$ cat config.mk
export PLATFORM = sky130hd
export DESIGN_NAME = des_key_sequencer
export DESIGN_NICKNAME = d
export VERILOG_FILES = /design/src/rtl/des_key_sequencer.sv
export SDC_FILE = /design/constraint.sdc
export NUM_CORES = 1
export LEC_CHECK = 0
export BUFFER_PORTS_ARGS = -buffer_cell sky130_fd_sc_hd__buf_2
export CELL_PAD_IN_SITES_DETAIL_PLACEMENT = 0
export CELL_PAD_IN_SITES_GLOBAL_PLACEMENT = 2
export CORE_MARGIN = 10
export CORE_UTILIZATION = 32
export DETAILED_ROUTE_END_ITERATION = 8
export PLACE_DENSITY = 0.91
export SYNTH_ARGS = -nofsm -noshare
export SYNTH_HDL_FRONTEND = slang
export SYNTH_SLANG_ARGS = --single-unit
$ cat constraint.sdc
create_clock -name clk -period 3.1 [get_ports clk]
set_input_delay 0.465 -clock clk [delete_from_list [all_inputs] [get_ports clk]]
set_output_delay 0.465 -clock clk [all_outputs]
set_load 0.05 [all_outputs]
$ cat src/rtl/des_key_sequencer.sv
// Iterative DES key schedule: PC-1 on start, one PC-2 subkey per rk_valid/rk_ready handshake.
// Optional `DES_KS_ABORT_EN adds an abort input that drops an in-flight sequence without done.
module des_key_sequencer #(
    parameter int unsigned ROUND_IDX_W = 4
) (
    input  logic                   clk,
    input  logic                   rst,
    input  logic                   start,
    input  logic [63:0]            key_in,
    input  logic                   decrypt,
    input  logic                   rk_ready,
`ifdef DES_KS_ABORT_EN
    input  logic                   abort,
`endif
    output logic                   rk_valid,
    output logic [47:0]            round_key,
    output logic [ROUND_IDX_W-1:0] round_idx,
    output logic                   busy,
    output logic                   done
);

    typedef enum logic {IDLE, RUN} state_t;

    localparam int unsigned PC1_TAB [56] = '{
        57, 49, 41, 33, 25, 17,  9,  1, 58, 50, 42, 34, 26, 18,
        10,  2, 59, 51, 43, 35, 27, 19, 11,  3, 60, 52, 44, 36,
        63, 55, 47, 39, 31, 23, 15,  7, 62, 54, 46, 38, 30, 22,
        14,  6, 61, 53, 45, 37, 29, 21, 13,  5, 28, 20, 12,  4
    };

    localparam int unsigned PC2_TAB [48] = '{
        14, 17, 11, 24,  1,  5,  3, 28, 15,  6, 21, 10,
        23, 19, 12,  4, 26,  8, 16,  7, 27, 20, 13,  2,
        41, 52, 31, 37, 47, 55, 30, 40, 51, 45, 33, 48,
        44, 49, 39, 56, 34, 53, 46, 42, 50, 36, 29, 32
    };

    // Table entries use DES numbering: bit 1 is the MSB of the vector.
    function automatic logic [55:0] pc1(input logic [63:0] k);
        logic [55:0] r;
        r = '0;
        for (int unsigned i = 0; i < 56; i++)
            r[6'(55 - i)] = k[6'(64 - PC1_TAB[i])];
        return r;
    endfunction

    function automatic logic [47:0] pc2(input logic [55:0] cd);
        logic [47:0] r;
        r = '0;
        for (int unsigned j = 0; j < 48; j++)
            r[6'(47 - j)] = cd[6'(56 - PC2_TAB[j])];
        return r;
    endfunction

    function automatic logic [27:0] rotl(input logic [27:0] x, input logic two);
        return two ? {x[25:0], x[27:26]} : {x[26:0], x[27]};
    endfunction

    function automatic logic [27:0] rotr(input logic [27:0] x, input logic two);
        return two ? {x[1:0], x[27:2]} : {x[0], x[27:1]};
    endfunction

    state_t      state;
    logic [27:0] c, d;
    logic [3:0]  idx;
    logic        dir;

    logic [55:0] key_cd;
    logic [3:0]  idx_next;
    logic        two_step;
    logic        handshake;
    logic        unused_parity;

    assign key_cd    = pc1(key_in);
    assign idx_next  = idx + 4'd1;
    // Encrypt left-shifts and decrypt right-shifts coincide for positions 1..15.
    assign two_step  = !((idx_next == 4'd1) || (idx_next == 4'd8) || (idx_next == 4'd15));
    assign handshake = rk_valid && rk_ready;
    assign round_key = pc2({c, d});
    assign unused_parity = ^{key_in[56], key_in[48], key_in[40], key_in[32],
                             key_in[24], key_in[16], key_in[8],  key_in[0]};

    always_comb begin
        round_idx      = '0;
        round_idx[3:0] = idx;
    end

    always_ff @(posedge clk or posedge rst) begin
        if (rst) begin
            state    <= IDLE;
            c        <= '0;
            d        <= '0;
            idx      <= '0;
            dir      <= 1'b0;
            rk_valid <= 1'b0;
            busy     <= 1'b0;
            done     <= 1'b0;
        end else begin
            done <= 1'b0;
            case (state)
                IDLE: begin
                    if (start) begin
                        dir      <= decrypt;
                        c        <= decrypt ? key_cd[55:28] : rotl(key_cd[55:28], 1'b0);
                        d        <= decrypt ? key_cd[27:0]  : rotl(key_cd[27:0], 1'b0);
                        idx      <= '0;
                        state    <= RUN;
                        rk_valid <= 1'b1;
                        busy     <= 1'b1;
                    end
                end
                RUN: begin
`ifdef DES_KS_ABORT_EN
                    if (abort) begin
                        state    <= IDLE;
                        rk_valid <= 1'b0;
                        busy     <= 1'b0;
                        idx      <= '0;
                    end else
`endif
                    if (handshake) begin
                        if (idx == 4'd15) begin
                            state    <= IDLE;
                            rk_valid <= 1'b0;
                            busy     <= 1'b0;
                            done     <= 1'b1;
                        end else begin
                            idx <= idx_next;
                            c   <= dir ? rotr(c, two_step) : rotl(c, two_step);
                            d   <= dir ? rotr(d, two_step) : rotl(d, two_step);
                        end
                    end
                end
                default: state <= IDLE;
            endcase
        end
    end

endmodule

==> flow_summary_export.csv, run 1 <==
group,metric,value,unit
critical_path,ff2ff_setup_slack,0.25,ns
pwr,leakagePower,2.43,nW
layout,drive_gt1_frac,0.250,
layout,fin_util,0.365,
clock_network,tritoncts,"built",
clock_network,cts_setup_buffers,0,
critical_path,r2r-start,"round_idx[0]",
detailed_routing,avgViaCountPerCell,5.79,
clock_network,clk_pin_slew,0.06,ns
critical_path,start_kind,"register",
placement,place_congestion,0.819,
floorplanning,die_w,149,um
logic_synthesis,ys_ff_latch,64,
sta,fin_skew,0.00450,ns
floorplanning,io_pins,124,
grt,busiest_layer,"met2",
grt,use_met1,0.159,
detailed_routing,first_iter_violations,391,
floorplanning,initial_core_util,0.323,
logic_synthesis,syn_nets,704,
logic_synthesis,synth_async_sr_flop_share,1.00,
logic_synthesis,ys.flop_type,"dfrtp_1",
layout,final_common_cell,"buf_2",
sta,period_needed,2.85,ns
worst_hold_path,hp-class,"primary input to asynchronous set/reset pin",
clock_network,htree_levels,3,
logic_synthesis,synth_area,0.00532,mm2
pwr,power_density,1160,mW/mm2
clock_network,clockBufferDepth,2,
status,status,"complete, no violations",
sta,period_share,0.919,
critical_path,critPathMaxStageDelay,0.48,ns
clock_network,cts_root_buf,"clkbuf_16",
grt,grt_remaining_overflow,0,
layout,final_cell_mix,"buf_2 (115), a21oi_1 (89), nand2_1 (72)",
grt,grt_first_pass_wirelength,26800,um
placement,io_buffers,115,
flow_run,drv_cap,0,
logic_synthesis,avgSynthCellArea,8.42,um2
sta,max-slew-margin-rel,0.510,
sta,finalSetupTns,0,ns
grt,grtUsageTotal,0.147,
grt,grt_pass1_vias,5281,
placement,hpwl,11900,um
layout,seq_area,0.00160,mm2
critical_path,crit_fanout,47,
detailed_routing,totalWireLength,16500,um
critical_path,path_class,"register to register",
placement,place_inst,871,
clock_network,cts.sinks,64,
pwr,total_power,6.99,mW
layout,finalNetCount,734,
layout,n_antenna_cell,0,
layout,stdcell_count,887,
layout,area_growth,12.8,%
logic_synthesis,synthesis.instances,632,
sta,rsz0062_at_grt,"false",
floorplanning,die_area,0.0222,mm2
clock_network,cts_made_buffers,9,
layout,fillers,1750,
sta,tightest_slew,0.735,ns
critical_path,crit_arrival,3.11,ns
sta,slew_violations,0,
clock_network,ctsResizeCount,0,
detailed_routing,vias,5137,
critical_path,cp_cell_sequence,"inv_1, ha_1, o221ai_2, and2_1, and2_2, buf_12, a21oi_1, a221o_1, a31oi_1",
sta,setup_viol,0,
layout,multi_input_area,0.00302,mm2
sta,finalHoldViolCount,0,
critical_path,rr_worst_depth,9,
sta,fmax,0.351,GHz
critical_path,slowest_stage,"dfrtp_1",
detailed_routing,drc,0,
detailed_routing,drtAntennaViolNets,0,
grt,grt_max_degree,73,
pwr,max-vdd-ir-drop,0.458,mV
floorplanning,rows,47,
grt,use_met3,0.0407,
floorplanning,core,0.0165,mm2
grt,grtUsageMet2,0.267,
logic_synthesis,synth_edf_count,0,
placement,placed_area,0.00570,mm2
logic_synthesis,synth.distinct_cells,39,
critical_path,timing.rr.end,"c[5]",
logic_synthesis,synth_warnings,0,
detailed_routing,dr.pass1.iters,5,
grt,antenna_found_initial,0,
floorplanning,dieHeight,149,um
detailed_routing,wl_per_cell,18.6,um
clock_network,insertion_delay,0.34,ns
logic_synthesis,seq_area_frac_synth,0.301,
critical_path,critPathRequiredTime,3.36,ns
layout,final_design_area_no_fill,0.00600,mm2
critical_path,endpoint_kind,"register",
clock_network,cts_hold_buf,0,
-- layout make-up --
| class | instances | area share |
|---|---|---|
| multi-input combinational | 448 | 0.502 |
| sequential | 64 | 0.267 |
| timing repair buffer | 133 | 0.131 |
| tap | 220 | 0.0459 |
| clock buffer | 13 | 0.0434 |
| clock inverter | 3 | 0.00667 |
| inverter | 6 | 0.00375 |
-- metrics by stage --
step	hold WS, ns	worst slack [ns]
after floorplan	0.503	0.366
after global placement	0.512	0.348
after detailed placement	0.519	0.283
after CTS	0.149	0.269
after global routing	0.170	0.0548
final	0.142	0.251
-- power by group --
| part | total, mW | switching, mW | internal [mW] |
|---|---|---|---|
| registers | 1.66 | 0.489 | 1.17 |
| logic | 4.29 | 2.74 | 1.55 |
| clock network | 1.04 | 0.378 | 0.664 |
| total | 6.99 | 3.60 | 3.39 |
-- sequential cells by signal (all words and copies together), names as in the netlist --
register,flops
done,1
dir,1
d,28
busy,1
round_idx,4
state,1
c,28
-- kinds of logic after synthesis --
logic type,count (synthesis),share of synthesized area
multiplexers,57,0.108
flip-flops,64,0.301
adder cells (fa/ha/maj),3,0.00705
AO/OA/AOI/OAI,287,0.370
XOR/XNOR,1,0.00165
AND/OR/NAND/NOR,100,0.0788
buffers and inverters,120,0.134
-- Yosys cell counts, types with 2 or more instances --
| library cell | n | area share |
|---|---|---|
| nand3_1 | 2 | 0.0019 |
| mux2_2 | 3 | 0.0063 |
| inv_1 | 5 | 0.0035 |
| a311oi_1 | 7 | 0.012 |
| a221o_1 | 2 | 0.0038 |
| o22a_1 | 53 | 0.087 |
| nand2_1 | 74 | 0.052 |
| dfrtp_1 | 64 | 0.30 |
| a21boi_0 | 10 | 0.014 |
| ha_1 | 3 | 0.0071 |
| a21boi_1 | 3 | 0.0042 |
| a211oi_1 | 4 | 0.0056 |
| and2_1 | 4 | 0.0047 |
| o21ai_0 | 57 | 0.054 |
| a21oi_1 | 89 | 0.084 |
| buf_2 | 8 | 0.0075 |
| a221oi_1 | 43 | 0.071 |
| buf_6 | 6 | 0.013 |
| buf_4 | 52 | 0.073 |
| buf_1 | 3 | 0.0021 |
| a31oi_1 | 3 | 0.0035 |
| mux2i_1 | 54 | 0.10 |
| clkbuf_1 | 44 | 0.031 |
| a221oi_2 | 4 | 0.011 |
| and3_1 | 7 | 0.0082 |
| a31o_2 | 7 | 0.012 |
| nor2_1 | 9 | 0.0063 |
-- worst max path at each step --
stage,depth (start not counted),from,slack [ns],end
floorplan,12,round_idx[0],0.37,d[27]
global placement,8,round_idx[0],0.35,c[23]
detailed placement,9,round_idx[0],0.28,c[5]
CTS,9,round_idx[0],0.27,c[5]
global route,9,round_idx[0],0.05,c[14]
finish,9,round_idx[0],0.25,c[5]
-- per-layer routing --
| layer | vias to the layer above | part of all wire | wire (um) |
|---|---|---|---|
| li1 | 2421 | - | - |
| met1 | 2502 | 0.39 | 6490 |
| met2 | 190 | 0.52 | 8680 |
| met3 | 24 | 0.065 | 1070 |
| met4 | 0 | 0.018 | 295 |
| met5 | - | 0 | 0 |
-- critical path: cells and delay by family (launching register included) --
family                     cells  cell delay [ns]
AOI/OAI and AO/OA              4             1.00
DFF                            1             0.48
adders and majority gates      1             0.24
and+or+nand+nor                2             0.70
buffers and inverters          2             0.33
Power figures use the tool's default switching activity.
==> run 2: changes to the inputs <==
--- a/config.mk
+++ b/config.mk
@@ -10,6 +10,7 @@
 export CELL_PAD_IN_SITES_GLOBAL_PLACEMENT = 2
 export CORE_MARGIN = 10
 export CORE_UTILIZATION = 32
+export CTS_BUF_LIST = sky130_fd_sc_hd__clkbuf_16
 export DETAILED_ROUTE_END_ITERATION = 8
 export PLACE_DENSITY = 0.91
 export SYNTH_ARGS = -nofsm -noshare
==> run 2 against run 1 <==
Cell count did not move. Core utilization decreased by 0.12 points. Sequential share of layout area is 0.089 points higher. Wire length is 0.66% higher. Maximum frequency about the same. Largest cell class unchanged. Highest routed layer unchanged.
==> flow_summary_export.csv, run 2 (same netlist as run 1, synthesis figures left out) <==
group,metric,value,unit
sta,tightest_slew,0.739,ns
clock_network,tritoncts,"built",
clock_network,ctsResizeCount,0,
layout,finalNetCount,734,
layout,multi_input_area,0.00302,mm2
sta,period_needed,2.85,ns
sta,fin_skew,0.00488,ns
floorplanning,core,0.0165,mm2
floorplanning,die_w,149,um
sta,max-slew-margin-rel,0.508,
sta,setup_viol,0,
placement,io_buffers,115,
detailed_routing,drtAntennaViolNets,0,
critical_path,crit_arrival,3.12,ns
layout,seq_area,0.00160,mm2
detailed_routing,dr.pass1.iters,5,
grt,grtUsageTotal,0.147,
layout,n_antenna_cell,0,
clock_network,clk_pin_slew,0.05,ns
critical_path,endpoint_kind,"register",
clock_network,htree_levels,3,
detailed_routing,totalWireLength,16700,um
clock_network,insertion_delay,0.34,ns
clock_network,cts_hold_buf,0,
detailed_routing,vias,5144,
detailed_routing,first_iter_violations,422,
clock_network,clockBufferDepth,2,
sta,slew_violations,0,
critical_path,path_class,"register to register",
clock_network,cts_made_buffers,9,
floorplanning,io_pins,124,
placement,hpwl,11900,um
detailed_routing,met3_length,1050,um
grt,antenna_found_initial,0,
flow_run,drv_cap,0,
sta,period_share,0.918,
detailed_routing,drt-met1-wl,6590,um
pwr,power_density,1160,mW/mm2
grt,grt_first_pass_wirelength,26800,um
layout,final_common_cell,"buf_2",
clock_network,cts.sinks,64,
floorplanning,die_area,0.0222,mm2
layout,final_cell_mix,"buf_2 (115), a21oi_1 (89), nand2_1 (72)",
placement,dp_slack,0.283,ns
detailed_routing,dr_wl_met2,8750,um
grt,grt_max_degree,73,
sta,finalHoldViolCount,0,
detailed_routing,wl_per_cell,18.8,um
status,status,"complete, no violations",
floorplanning,initial_core_util,0.323,
floorplanning,dieHeight,149,um
layout,drive_gt1_frac,0.247,
sta,finalSetupTns,0,ns
pwr,max-vdd-ir-drop,0.460,mV
sta,fmax,0.351,GHz
clock_network,cts_setup_buffers,0,
sta,fin_ws,0.253,ns
layout,area_growth,12.4,%
pwr,leakagePower,2.43,nW
placement,place_congestion,0.819,
critical_path,crit_fanout,47,
worst_hold_path,hp-class,"primary input to asynchronous set/reset pin",
grt,grt_pass1_vias,5282,
detailed_routing,drc,0,
layout,fin_util,0.363,
floorplanning,rows,47,
grt,grt_remaining_overflow,0,
critical_path,critPathRequiredTime,3.38,ns
layout,fillers,1751,
detailed_routing,top_layer_used,"met4",
sta,whs,0.147,ns
critical_path,start_kind,"register",
clock_network,cts_root_buf,"clkbuf_16",
detailed_routing,avgViaCountPerCell,5.80,
sta,rsz0062_at_grt,"false",
[run 2: cell types whose count changed in the layout (fill, tap and decap cells not counted), sizes merged]
cell and delta:
clkbuf -4, clkinv +2, inv +2
[run 2: power breakdown]
| group | switching, mW | internal [mW] | leakage, nW |
|---|---|---|---|
| clock | 0.380 | 0.608 | 0.147 |
| sequential | 0.492 | 1.17 | 0.676 |
| combinational | 2.74 | 1.55 | 1.61 |
[run 2: worst paths after layout]
kind / slack (ns) / cells after the start / startpoint / endpoint
min: 0.15 / 2 / rst / c[17]
min in group clk: 0.41 / 3 / start / state
max: 0.25 / 9 / round_idx[0] / c[19]
max reg2reg: 0.25 / 9 / round_idx[0] / c[19]
min reg2reg: 0.54 / 1 / c[10] / c[10]
max in group asynchronous: 2.19 / 3 / rst / d[10]
[run 2: stage by stage]
step,power (mW),cells,cell area [um2]
detailed placement,5.97,871,5700
finish,6.95,887,5980
floorplan,5.40,632,5320
global route,7.46,887,5980
CTS,6.98,887,5980
global placement,5.89,871,5700
[run 2: cell type report]
cell class / count / share of cell area
inverters: 6 / 0.00376
clock inverters: 7 / 0.00920
clock buffers: 9 / 0.0376
multi-input cells: 448 / 0.504
repair buffers: 133 / 0.131
well taps: 220 / 0.0460
flip-flops and latches: 64 / 0.268
[run 2: layer usage]
metal  up-vias  global-route usage
li1       2418                   -
met1      2526               0.159
met2       180               0.267
met3        20              0.0407
met4         0              0.0569
met5         -                   0
[run 2: worst max-delay path, stage by stage, from the launching register on]
cell and delay [ns]:
dfrtp_1 0.48, inv_1 0.11, ha_1 0.24, o221ai_2 0.33
and2_1 0.42, and2_2 0.28, buf_12 0.22, a21oi_1 0.10
a221oi_1 0.38, o22a_1 0.21
==> run 3: changes to the inputs <==
--- a/config.mk
+++ b/config.mk
@@ -13,6 +13,7 @@
 export CTS_BUF_LIST = sky130_fd_sc_hd__clkbuf_16
 export DETAILED_ROUTE_END_ITERATION = 8
 export PLACE_DENSITY = 0.91
+export SETUP_SLACK_MARGIN = 0.3
 export SYNTH_ARGS = -nofsm -noshare
 export SYNTH_HDL_FRONTEND = slang
 export SYNTH_SLANG_ARGS = --single-unit
==> run 3 against run 2 <==
First-iteration DRC count shrank 0.47%. Cell area grew 0.42%. Register-to-register slack gained 0.24 ns. Critical endpoint unchanged. Via count grew 0.37%. Global-route usage is the same.
==> flow_summary_export.csv, run 3 (same netlist as run 1, synthesis figures left out) <==
group,metric,value,unit
clock_network,tritoncts,"built",
floorplanning,rows,47,
floorplanning,dieHeight,149,um
pwr,max-vdd-ir-drop,0.389,mV
pwr,leakagePower,2.44,nW
detailed_routing,drc,0,
placement,placed_area,0.00570,mm2
detailed_routing,vias,5163,
placement,io_buffers,115,
layout,final_cell_mix,"buf_2 (115), a21oi_1 (89), nand2_1 (72)",
detailed_routing,avgViaCountPerCell,5.81,
layout,area_growth,12.9,%
sta,setup_viol,0,
floorplanning,die_w,149,um
sta,finalSetupTns,0,ns
clock_network,cts_hold_buf,0,
clock_network,cts_root_buf,"clkbuf_16",
sta,tightest_slew,0.739,ns
critical_path,crit_fanout,47,
critical_path,crit_arrival,2.89,ns
grt,antenna_found_initial,0,
clock_network,clockBufferDepth,2,
clock_network,cts_made_buffers,9,
grt,grt_first_pass_wirelength,26800,um
clock_network,htree_levels,3,
sta,max-slew-margin-rel,0.508,
grt,grt_remaining_overflow,0,
critical_path,start_kind,"register",
sta,rsz0062_at_grt,"false",
critical_path,r2r-start,"round_idx[0]",
pwr,power_density,1160,mW/mm2
clock_network,clk_pin_slew,0.06,ns
grt,grtUsageTotal,0.147,
sta,fmax,0.383,GHz
critical_path,rr_worst_depth,9,
layout,stdcell_count,888,
flow_run,drv_cap,0,
floorplanning,io_pins,124,
sta,fin_skew,0.00494,ns
layout,multi_input_area,0.00303,mm2
critical_path,path_class,"register to register",
grt,grt_max_degree,73,
detailed_routing,drtAntennaViolNets,0,
placement,place_inst,871,
placement,place_congestion,0.819,
floorplanning,core,0.0165,mm2
critical_path,endpoint_kind,"register",
worst_hold_path,hp-class,"primary input to asynchronous set/reset pin",
layout,seq_area,0.00160,mm2
detailed_routing,dr.pass1.iters,5,
layout,final_design_area_no_fill,0.00601,mm2
layout,n_antenna_cell,0,
detailed_routing,totalWireLength,16600,um
sta,slew_violations,0,
detailed_routing,wl_per_cell,18.7,um
layout,fillers,1752,
grt,grt_pass1_vias,5282,
critical_path,crit_start,"round_idx[0]",
clock_network,cts.sinks,64,
critical_path,critPathRequiredTime,3.38,ns
floorplanning,initial_core_util,0.323,
layout,fin_util,0.365,
clock_network,insertion_delay,0.34,ns
sta,finalHoldViolCount,0,
critical_path,timing.rr.end,"c[19]",
sta,period_needed,2.61,ns
layout,final_common_cell,"buf_2",
floorplanning,die_area,0.0222,mm2
placement,hpwl,11900,um
critical_path,ff2ff_setup_slack,0.49,ns
status,status,"complete, no violations",
detailed_routing,first_iter_violations,420,
layout,finalNetCount,735,
layout,drive_gt1_frac,0.250,
sta,period_share,0.842,
[run 3: cell count changes in the layout (fill, tap and decap cells not counted)]
| cell | before | now |
|---|---|---|
| o221ai_4 | 0 | 1 |
| and2_4 | 0 | 1 |
| and2_1 | 3 | 2 |
| o221ai_2 | 1 | 0 |
| buf_6 | 0 | 1 |
[run 3: power by group]
| group | switching, mW | total (mW) | internal, mW |
|---|---|---|---|
| clock | 0.381 | 0.988 | 0.608 |
| sequential | 0.492 | 1.66 | 1.17 |
| combinational | 2.75 | 4.32 | 1.57 |
[run 3: layout make-up]
| class | count | share of cell area |
|---|---|---|
| well taps | 220 | 0.0458 |
| inverters | 6 | 0.00375 |
| multi-input cells | 448 | 0.504 |
| clock inverters | 7 | 0.00916 |
| flip-flops and latches | 64 | 0.267 |
| repair buffers | 134 | 0.133 |
| clock buffers | 9 | 0.0375 |
[run 3: per-layer routing]
metal | wire length [um] | track usage | up-vias
met1 | 6570 | 0.159 | 2535
met5 | 0 | 0 | -
met4 | 331 | 0.0569 | 0
li1 | - | - | 2419
met2 | 8720 | 0.267 | 183
met3 | 1010 | 0.0407 | 26
[run 3: worst max-delay path by stage]
| stage | to | slack [ns] |
|---|---|---|
| 6_report | c[19] | 0.49 |
| 5_1_grt | c[14] | 0.33 |
| 3_3_place_gp | c[23] | 0.35 |
| 4_1_cts | c[5] | 0.39 |
| 2_1_floorplan | d[27] | 0.37 |
| 3_5_place_dp | c[5] | 0.28 |
[run 3: critical path: stages (launching register included)]
cell and delay (ns):
dfrtp_1 0.49, inv_1 0.11, ha_1 0.26, o221ai_4 0.28, and2_4 0.27, and2_2 0.22, buf_12 0.23, a21oi_1 0.10
a221oi_1 0.37, o22a_1 0.21
[run 3: timing repair]
item | in CTS | in global routing
endpoints found under the setup margin | 4 | 46
resized for setup | 1 | 3
cloned | 0 | 0
setup buffers | 0 | 1
pin swaps | 0 | 0
[run 3: stage by stage]
stage	worst slack, ns	power (mW)	hold WS, ns
after detailed placement	0.283	5.97	0.519
final	0.490	6.97	0.145
after global routing	0.333	7.49	0.171
after floorplan	0.366	5.40	0.503
after global placement	0.348	5.89	0.512
after CTS	0.391	6.98	0.150
